[config.mk]
export PLATFORM = sky130hd
export DESIGN_NAME = mem_port_arbiter
export DESIGN_NICKNAME = d
export VERILOG_FILES = /design/src/rtl/mem_port_arbiter.sv
export SDC_FILE = /design/constraint.sdc
export NUM_CORES = 1
export LEC_CHECK = 0
export BUFFER_PORTS_ARGS = -buffer_cell sky130_fd_sc_hd__buf_2
export CAP_MARGIN = 20
export CORE_MARGIN = 5
export CORE_UTILIZATION = 31
export DETAILED_ROUTE_END_ITERATION = 12
export PLACE_DENSITY = 0.54
export SYNTH_ARGS = -nofsm -noshare
export SYNTH_HDL_FRONTEND = slang
export SYNTH_SLANG_ARGS = --single-unit
[constraint.sdc]
create_clock -name clk_i -period 1.95 [get_ports clk_i]
set_input_delay 0.2925 -clock clk_i [delete_from_list [all_inputs] [get_ports clk_i]]
set_output_delay 0.2925 -clock clk_i [all_outputs]
set_load 0.005 [all_outputs]
[src/rtl/mem_port_arbiter.sv]
// Shares one memory port between IF and DM (DM first) and raises the pipeline busywait.
// Latency: mem_req_o one cycle after request; busywait_o drops in the ack cycle. Backpressure: busywait_o stalls every stage register.
// Completed results are held in done flags/rdata registers until the pipeline advances, so nothing is issued twice.
module mem_port_arbiter #(
    parameter int ADDR_W   = 32,
    parameter int DATA_W   = 32,
    parameter int MAX_WAIT = 64
) (
    input  logic                clk_i,
    input  logic                rst_ni,
    input  logic                if_req_i,
    input  logic [ADDR_W-1:0]   if_addr_i,
    output logic [DATA_W-1:0]   if_rdata_o,
    input  logic                dm_req_i,
    input  logic                dm_we_i,
    input  logic [DATA_W/8-1:0] dm_be_i,
    input  logic [ADDR_W-1:0]   dm_addr_i,
    input  logic [DATA_W-1:0]   dm_wdata_i,
    output logic [DATA_W-1:0]   dm_rdata_o,
    output logic                busywait_o,
    output logic                bus_err_o,
    output logic                mem_req_o,
    output logic                mem_we_o,
    output logic [DATA_W/8-1:0] mem_be_o,
    output logic [ADDR_W-1:0]   mem_addr_o,
    output logic [DATA_W-1:0]   mem_wdata_o,
    input  logic [DATA_W-1:0]   mem_rdata_i,
    input  logic                mem_ack_i
);
    localparam int BE_W  = DATA_W / 8;
    localparam int CNT_W = (MAX_WAIT > 1) ? $clog2(MAX_WAIT) : 1;
    localparam logic [CNT_W-1:0] CNT_LAST = CNT_W'(MAX_WAIT - 1);

    typedef enum logic [1:0] {IDLE, S_DM, S_IF} state_t;

    state_t            state_q, state_d;
    logic              if_done_q, if_done_d, dm_done_q, dm_done_d;
    logic [CNT_W-1:0]  cnt_q, cnt_d;
    logic [DATA_W-1:0] if_rdata_q, if_rdata_d, dm_rdata_q, dm_rdata_d;
    logic              bus_err_q, bus_err_d;
    logic              we_q, we_d;
    logic [BE_W-1:0]   be_q, be_d;
    logic [ADDR_W-1:0] addr_q, addr_d;
    logic [DATA_W-1:0] wdata_q, wdata_d;

    logic pend_dm, pend_if, in_dm, in_if, timeout, cmp_dm, cmp_if;

    always_comb begin
        pend_dm    = dm_req_i & ~dm_done_q;
        pend_if    = if_req_i & ~if_done_q;
        in_dm      = (state_q == S_DM);
        in_if      = (state_q == S_IF);
        // an ack arriving in the last allowed cycle wins over the abort
        timeout    = (cnt_q == CNT_LAST) & ~mem_ack_i;
        cmp_dm     = in_dm & (mem_ack_i | timeout);
        cmp_if     = in_if & (mem_ack_i | timeout);
        busywait_o = (pend_dm & ~cmp_dm) | (pend_if & ~cmp_if);
        mem_req_o  = in_dm | in_if;
        if_rdata_o = (in_if & mem_ack_i) ? mem_rdata_i : if_rdata_q;
        dm_rdata_o = (in_dm & mem_ack_i) ? mem_rdata_i : dm_rdata_q;

        state_d    = state_q;
        cnt_d      = cnt_q;
        if_rdata_d = if_rdata_q;
        dm_rdata_d = dm_rdata_q;
        bus_err_d  = 1'b0;
        we_d       = we_q;
        be_d       = be_q;
        addr_d     = addr_q;
        wdata_d    = wdata_q;

        case (state_q)
            IDLE: begin
                cnt_d = '0;
                if (pend_dm) begin
                    state_d = S_DM;
                    we_d    = dm_we_i;
                    be_d    = dm_be_i;
                    addr_d  = dm_addr_i;
                    wdata_d = dm_wdata_i;
                end else if (pend_if) begin
                    state_d = S_IF;
                    we_d    = 1'b0;
                    be_d    = {BE_W{1'b1}};
                    addr_d  = if_addr_i;
                    wdata_d = '0;
                end
            end
            S_DM, S_IF: begin
                if (mem_ack_i || timeout) begin
                    state_d   = IDLE;
                    cnt_d     = '0;
                    bus_err_d = ~mem_ack_i;
                    if (in_dm) dm_rdata_d = mem_ack_i ? mem_rdata_i : '0;
                    else       if_rdata_d = mem_ack_i ? mem_rdata_i : '0;
                end else begin
                    cnt_d = cnt_q + CNT_W'(1);
                end
            end
            default: state_d = IDLE;
        endcase

        // a pipeline advance consumes every held result
        if (!busywait_o) begin
            dm_done_d = 1'b0;
            if_done_d = 1'b0;
        end else begin
            dm_done_d = dm_done_q | cmp_dm;
            if_done_d = if_done_q | cmp_if;
        end

        mem_we_o    = we_q;
        mem_be_o    = be_q;
        mem_addr_o  = addr_q;
        mem_wdata_o = wdata_q;
        bus_err_o   = bus_err_q;
    end

    always_ff @(posedge clk_i or negedge rst_ni) begin
        if (!rst_ni) begin
            state_q    <= IDLE;
            if_done_q  <= 1'b0;
            dm_done_q  <= 1'b0;
            cnt_q      <= '0;
            if_rdata_q <= '0;
            dm_rdata_q <= '0;
            bus_err_q  <= 1'b0;
            we_q       <= 1'b0;
            be_q       <= '0;
            addr_q     <= '0;
            wdata_q    <= '0;
        end else begin
            state_q    <= state_d;
            if_done_q  <= if_done_d;
            dm_done_q  <= dm_done_d;
            cnt_q      <= cnt_d;
            if_rdata_q <= if_rdata_d;
            dm_rdata_q <= dm_rdata_d;
            bus_err_q  <= bus_err_d;
            we_q       <= we_d;
            be_q       <= be_d;
            addr_q     <= addr_d;
            wdata_q    <= wdata_d;
        end
    end
endmodule

=== Yosys cells after proc, flatten, opt, wreduce, memory -nomap -nowiden ===
Index checks and enable logic that the tools add are counted.

* $add $sub $neg: 1
* Equal/unequal tests: 5
* Mux-type cells: 21
* Bitwise logic cells: 20
* Reduce and logical (&&, ||, !) cells: 9

{| class="wikitable"
|+ Operators by type and width
! kind !! count
|-
| two-way mux 32 bit || 7
|-
| one-hot mux 6 bit (2 select lines) || 1
|-
| bitwise AND 1 bit || 9
|-
| two-way mux 4 bit || 2
|-
| adder 6 x 1 -> 6 bit (second input constant) || 1
|-
| == test 6 bit (second input constant) || 1
|-
| two-way mux 1 bit || 6
|-
| two-way mux 2 bit || 3
|-
| two-way mux 6 bit || 1
|-
| inverter 1 bit || 6
|-
| AND reduction 3 bit || 2
|-
| OR 1 bit || 5
|-
| one-hot mux 2 bit (2 select lines) || 1
|-
| AND reduction 2 bit || 2
|-
| nonzero test 2 bit || 2
|-
| != test 3 bit (second input constant) || 1
|-
| == test 2 x 1 -> 1 bit (second input constant) || 1
|-
| == test 2 bit (second input constant) || 1
|-
| zero test 2 bit || 1
|-
| != test 2 bit (second input constant) || 1
|-
| OR reduction 2 bit || 1
|-
| logical OR 1 bit || 1
|}

* Flip-flop bits (word level): 144
* Bits of input ports: 138
* Output and inout port bits: 136
* Word-level logic and storage cells: 67

=== Longest topological paths before layout ===
* Depth after elaboration: 8
* Mapped depth: 7
* Gate-level depth less buffers: 6

=== Worst setup path before layout ===
OpenSTA, ideal clock, no wires.

* Path kind: register to output
* Start point: register state_q[1]
* End point: output dm_rdata_o[10]
* Arrival: 1.409 ns
* Setup slack: 0.249 ns
* Stages on the path, launching flop included: 6
* Path buffers: 1
* Cell sequence: dfrtp_1 -> inv_1 -> ha_1 -> nand2_1 -> buf_2 -> mux2_2

* Cells in the longest elaborated chain, start to end: 3

{| class="wikitable"
|+ RTL lines
! element !! RTL line !! text
|-
| start, declared || 36 || <nowiki>state_t state_q, state_d;</nowiki>
|-
| start signal, assigned || 133 || <nowiki>state_q <= state_d;</nowiki>
|-
| == test 2 x 1 -> 1 bit || 51 || <nowiki>in_dm = (state_q == S_DM);</nowiki>
|-
| bitwise AND 1 bit || 60 || <nowiki>dm_rdata_o = (in_dm & mem_ack_i) ? mem_rdata_i : dm_rdata_q;</nowiki>
|-
| two-way mux 32 bit || 60 ||
|-
| end, declared || 19 || <nowiki>output logic [DATA_W-1:0] dm_rdata_o,</nowiki>
|}

Every way passes these cells.

=== Worst setup path in the final report ===
* Start point: register state_q[1]
* End point: output if_rdata_o[27]

* Cells in the longest elaborated chain, start to end: 3

{| class="wikitable"
|+ RTL lines
! element !! RTL line !! text
|-
| == test 2 bit || 52 || <nowiki>in_if = (state_q == S_IF);</nowiki>
|-
| bitwise AND 1 bit || 59 || <nowiki>if_rdata_o = (in_if & mem_ack_i) ? mem_rdata_i : if_rdata_q;</nowiki>
|-
| two-way mux 32 bit || 59 ||
|-
| end, declared || 13 || <nowiki>output logic [DATA_W-1:0] if_rdata_o,</nowiki>
|}

Every way passes these cells.

==> results by group <==
Setup path
  – Critical Path Start Type: register
  – Crit end category: output pin
  – R2r setup slk: 0.22 ns
  – Worst-path fanout max: 5
  – Setup Crit Path Kind: register to output pin
  – Worst path required time: 1.66 ns
  – Critical path arrival: 1.89 ns

Drt
  – Vias/cell: 4.80
  – First DRT Iteration DRCs: 252
  – Pre-antenna DRT Iters: 7
  – Total number of vias: 5396
  – Routed WL: 20.1 mm
  – Routed WL per cell: 17.9 um
  – Routed Antenna Nets: 0
  – DRC Markers: 0

Synthesis
  – Synthesis Warnings: 0
  – Mapped Nets: 688
  – Post-Syn Area: 6470 sq um
  – Sequential fraction of the synthesis area: 0.557
  – Syn Area/Cell: 11.9 sq um
  – Post-Syn Instances: 545
  – Seq cells post-synth: 144
  – Yosys cell types: 35

Timing
  – Fin Clk Skew: 0.0164 ns
  – FMAX: 0.459 GHz
  – Setup_tns: -12.68 ns
  – Period utilization: 1.12
  – Endpoints failing hold: 0
  – Fin crit period: 2.18 ns
  – Setup ws final: -0.230 ns
  – Worst-Margin Slew: 0.385 ns
  – Slew Viols, Final: 0
  – Rel. slew slack: 0.743
  – Unrepaired setup endpoints after global routing: true
  – Fin Hold WS: 0.0995 ns
  – Final Setup Violations: 65

Floorplanning
  – Ports: 274
  – Core Area: 20400 sq um
  – Die footprint: 23900 sq um
  – Initial Util: 0.318
  – Row count: 52
  – DIE WIDTH: 154 um
  – Die extent in y: 154 um

Cells and area
  – Most common cell after layout, fill and taps aside: buf_2
  – Final net count: 983
  – Most frequent cells in the layout: buf_2, dfrtp_1, a22o_1
  – P&R area growth vs syn: 47.2%
  – Share of cells above drive strength 1: 0.510
  – Number of diodes: 0

Global route
  – Overflow after GRT: 0
  – Tot GR Track Use: 0.162
  – First-pass GRT wire length: 30.8 mm
  – Pin count of the biggest net entering global routing: 69
  – Vias in the first global route: 5506
  – Initial antenna violation count: 0

Flow run
  – Max-cap violations: 0

Status
  – Violated checks: setup timing
  – Status: finished with violations

Clock network
  – Worst-case clock buffer depth: 2
  – Clk_lat worst skew: 0.42 ns
  – Total CTS buffers: 17
  – Clk pin slew, worst setup/hold paths: 0.06 ns
  – CTS tree: built
  – Root Driver: clkbuf_16
  – H-tree levels: 4
  – Clock sinks: 144

Placement
  – GP Congestion: 0.760
  – Port Buf Inserts: 273
  – DP HPWL: 13.4 mm

Power and ir drop
  – Pwr dens: 1610 nW/um^2
  – Leakage: 4.89 nW
  – Max VDD drop: 0.000637 V

Worst hold path
  – Min-delay worst type: input pin to register
worst paths after layout:
path	to	from	cells past startpoint
max	if_rdata_o[27]	state_q[1]	7
min	mem_wdata_o[21]	dm_wdata_i[21]	2
max reg2reg	state_q[0]	state_q[0]	7
min reg2reg	mem_be_o[2]	mem_be_o[2]	1
max in group asynchronous	if_rdata_q[11]	rst_ni	3
min in group asynchronous	mem_wdata_o[19]	rst_ni	2
where the power goes:
part,internal (mW),total [mW],switching (mW)
Combinational,4.02,7.05,3.03
Sequential,4.36,5.08,0.715
Clock,1.84,3.18,1.34
Total,10.2,15.3,5.09
per-stage QoR:
step	std cells	total power [mW]	worst slack, ns	util	area [sq um]
floorplan	545	8.43	0.249	-	6470
global placement	1067	11.0	0.0990	0.402	8190
detailed placement	1067	11.0	0.0675	0.402	8190
CTS	1120	15.4	-0.275	0.464	9460
global route	1123	16.3	-0.300	0.468	9520
finish	1123	15.3	-0.230	0.468	9520
cells in the mapped netlist:
library cell | number | area, sq um
a31oi_1 | 33 | 206
a22o_2 | 2 | 20.0
a21oi_1 | 8 | 40.0
a21o_1 | 1 | 7.51
and3b_1 | 1 | 8.76
nor3_1 | 3 | 15.0
dfrtp_1 | 144 | 3600
o22ai_1 | 1 | 6.26
o22a_1 | 4 | 35.0
o21ai_1 | 1 | 5.00
o21bai_4 | 1 | 18.8
or2_2 | 2 | 12.5
buf_6 | 9 | 101
nor2b_1 | 4 | 25.0
nor4_1 | 1 | 6.26
nand3b_4 | 1 | 20.0
nand3_1 | 1 | 5.00
nand2_1 | 75 | 282
buf_2 | 22 | 110
and3_1 | 1 | 6.26
o21bai_1 | 1 | 7.51
ha_1 | 5 | 62.6
o21ba_2 | 1 | 10.0
mux2_2 | 64 | 721
nand2b_1 | 3 | 18.8
nand3_4 | 2 | 35.0
buf_4 | 2 | 15.0
inv_1 | 4 | 15.0
a22o_1 | 95 | 832
a22oi_1 | 1 | 7.51
nand3b_1 | 1 | 7.51
clkbuf_1 | 9 | 33.8
a21oi_2 | 1 | 8.76
o21ai_0 | 5 | 25.0
nor2_1 | 36 | 135
critical path, cell delays in order, from the launching register on:
cell and delay [ns]:
dfrtp_1 0.41, buf_6 0.14, ha_4 0.17, nand2_8 0.07, buf_12 0.13, clkbuf_16 0.15
mux2_4 0.30, buf_6 0.12
layer usage:
| metal | global-route usage | wire length, um |
|---|---|---|
| met1 | 0.207 | 8610 |
| met2 | 0.276 | 10300 |
| met3 | 0.0388 | 1070 |
| met4 | 0.0399 | 195 |
| met5 | 0 | 0 |
final cells by class:
class / count / area [sq um]
sequential: 144 / 3600
clock buffer: 19 / 453
clock inverter: 13 / 125
multi-input combinational: 355 / 2800
fill: 1890 / 10800
timing repair buffer: 318 / 2190
inverter: 4 / 15.0
tap: 270 / 338
timing repair:
action                                  in CTS  in global routing
pin swaps                                    5                  3
gates resized for setup                     85                  7
hold endpoints to repair                    19                  0
cloned                                       4                  3
setup buffers                               16                  4
endpoints found under the setup margin      65                 93
hold buffers                                 1                  0
logic make-up (layout without fill, tap and decap cells):
| family | count (synthesis) | after routing | synth area share |
|---|---|---|---|
| fa+ha+maj | 5 | 5 | 0.00967 |
| compound gates | 155 | 155 | 0.190 |
| simple gates | 131 | 131 | 0.0892 |
| flops | 144 | 144 | 0.557 |
| mux | 64 | 64 | 0.111 |
| buf+inv | 46 | 354 | 0.0426 |
sequential cells by signal, indices dropped and copies added, names as in the netlist:
signal / cells
dm_rdata_q: 32
mem_be_o: 4
mem_we_o: 1
if_done_q: 1
if_rdata_q: 32
bus_err_o: 1
cnt_q: 6
mem_wdata_o: 32
dm_done_q: 1
state_q: 2
mem_addr_o: 32
(Power assumes the default switching activity.)
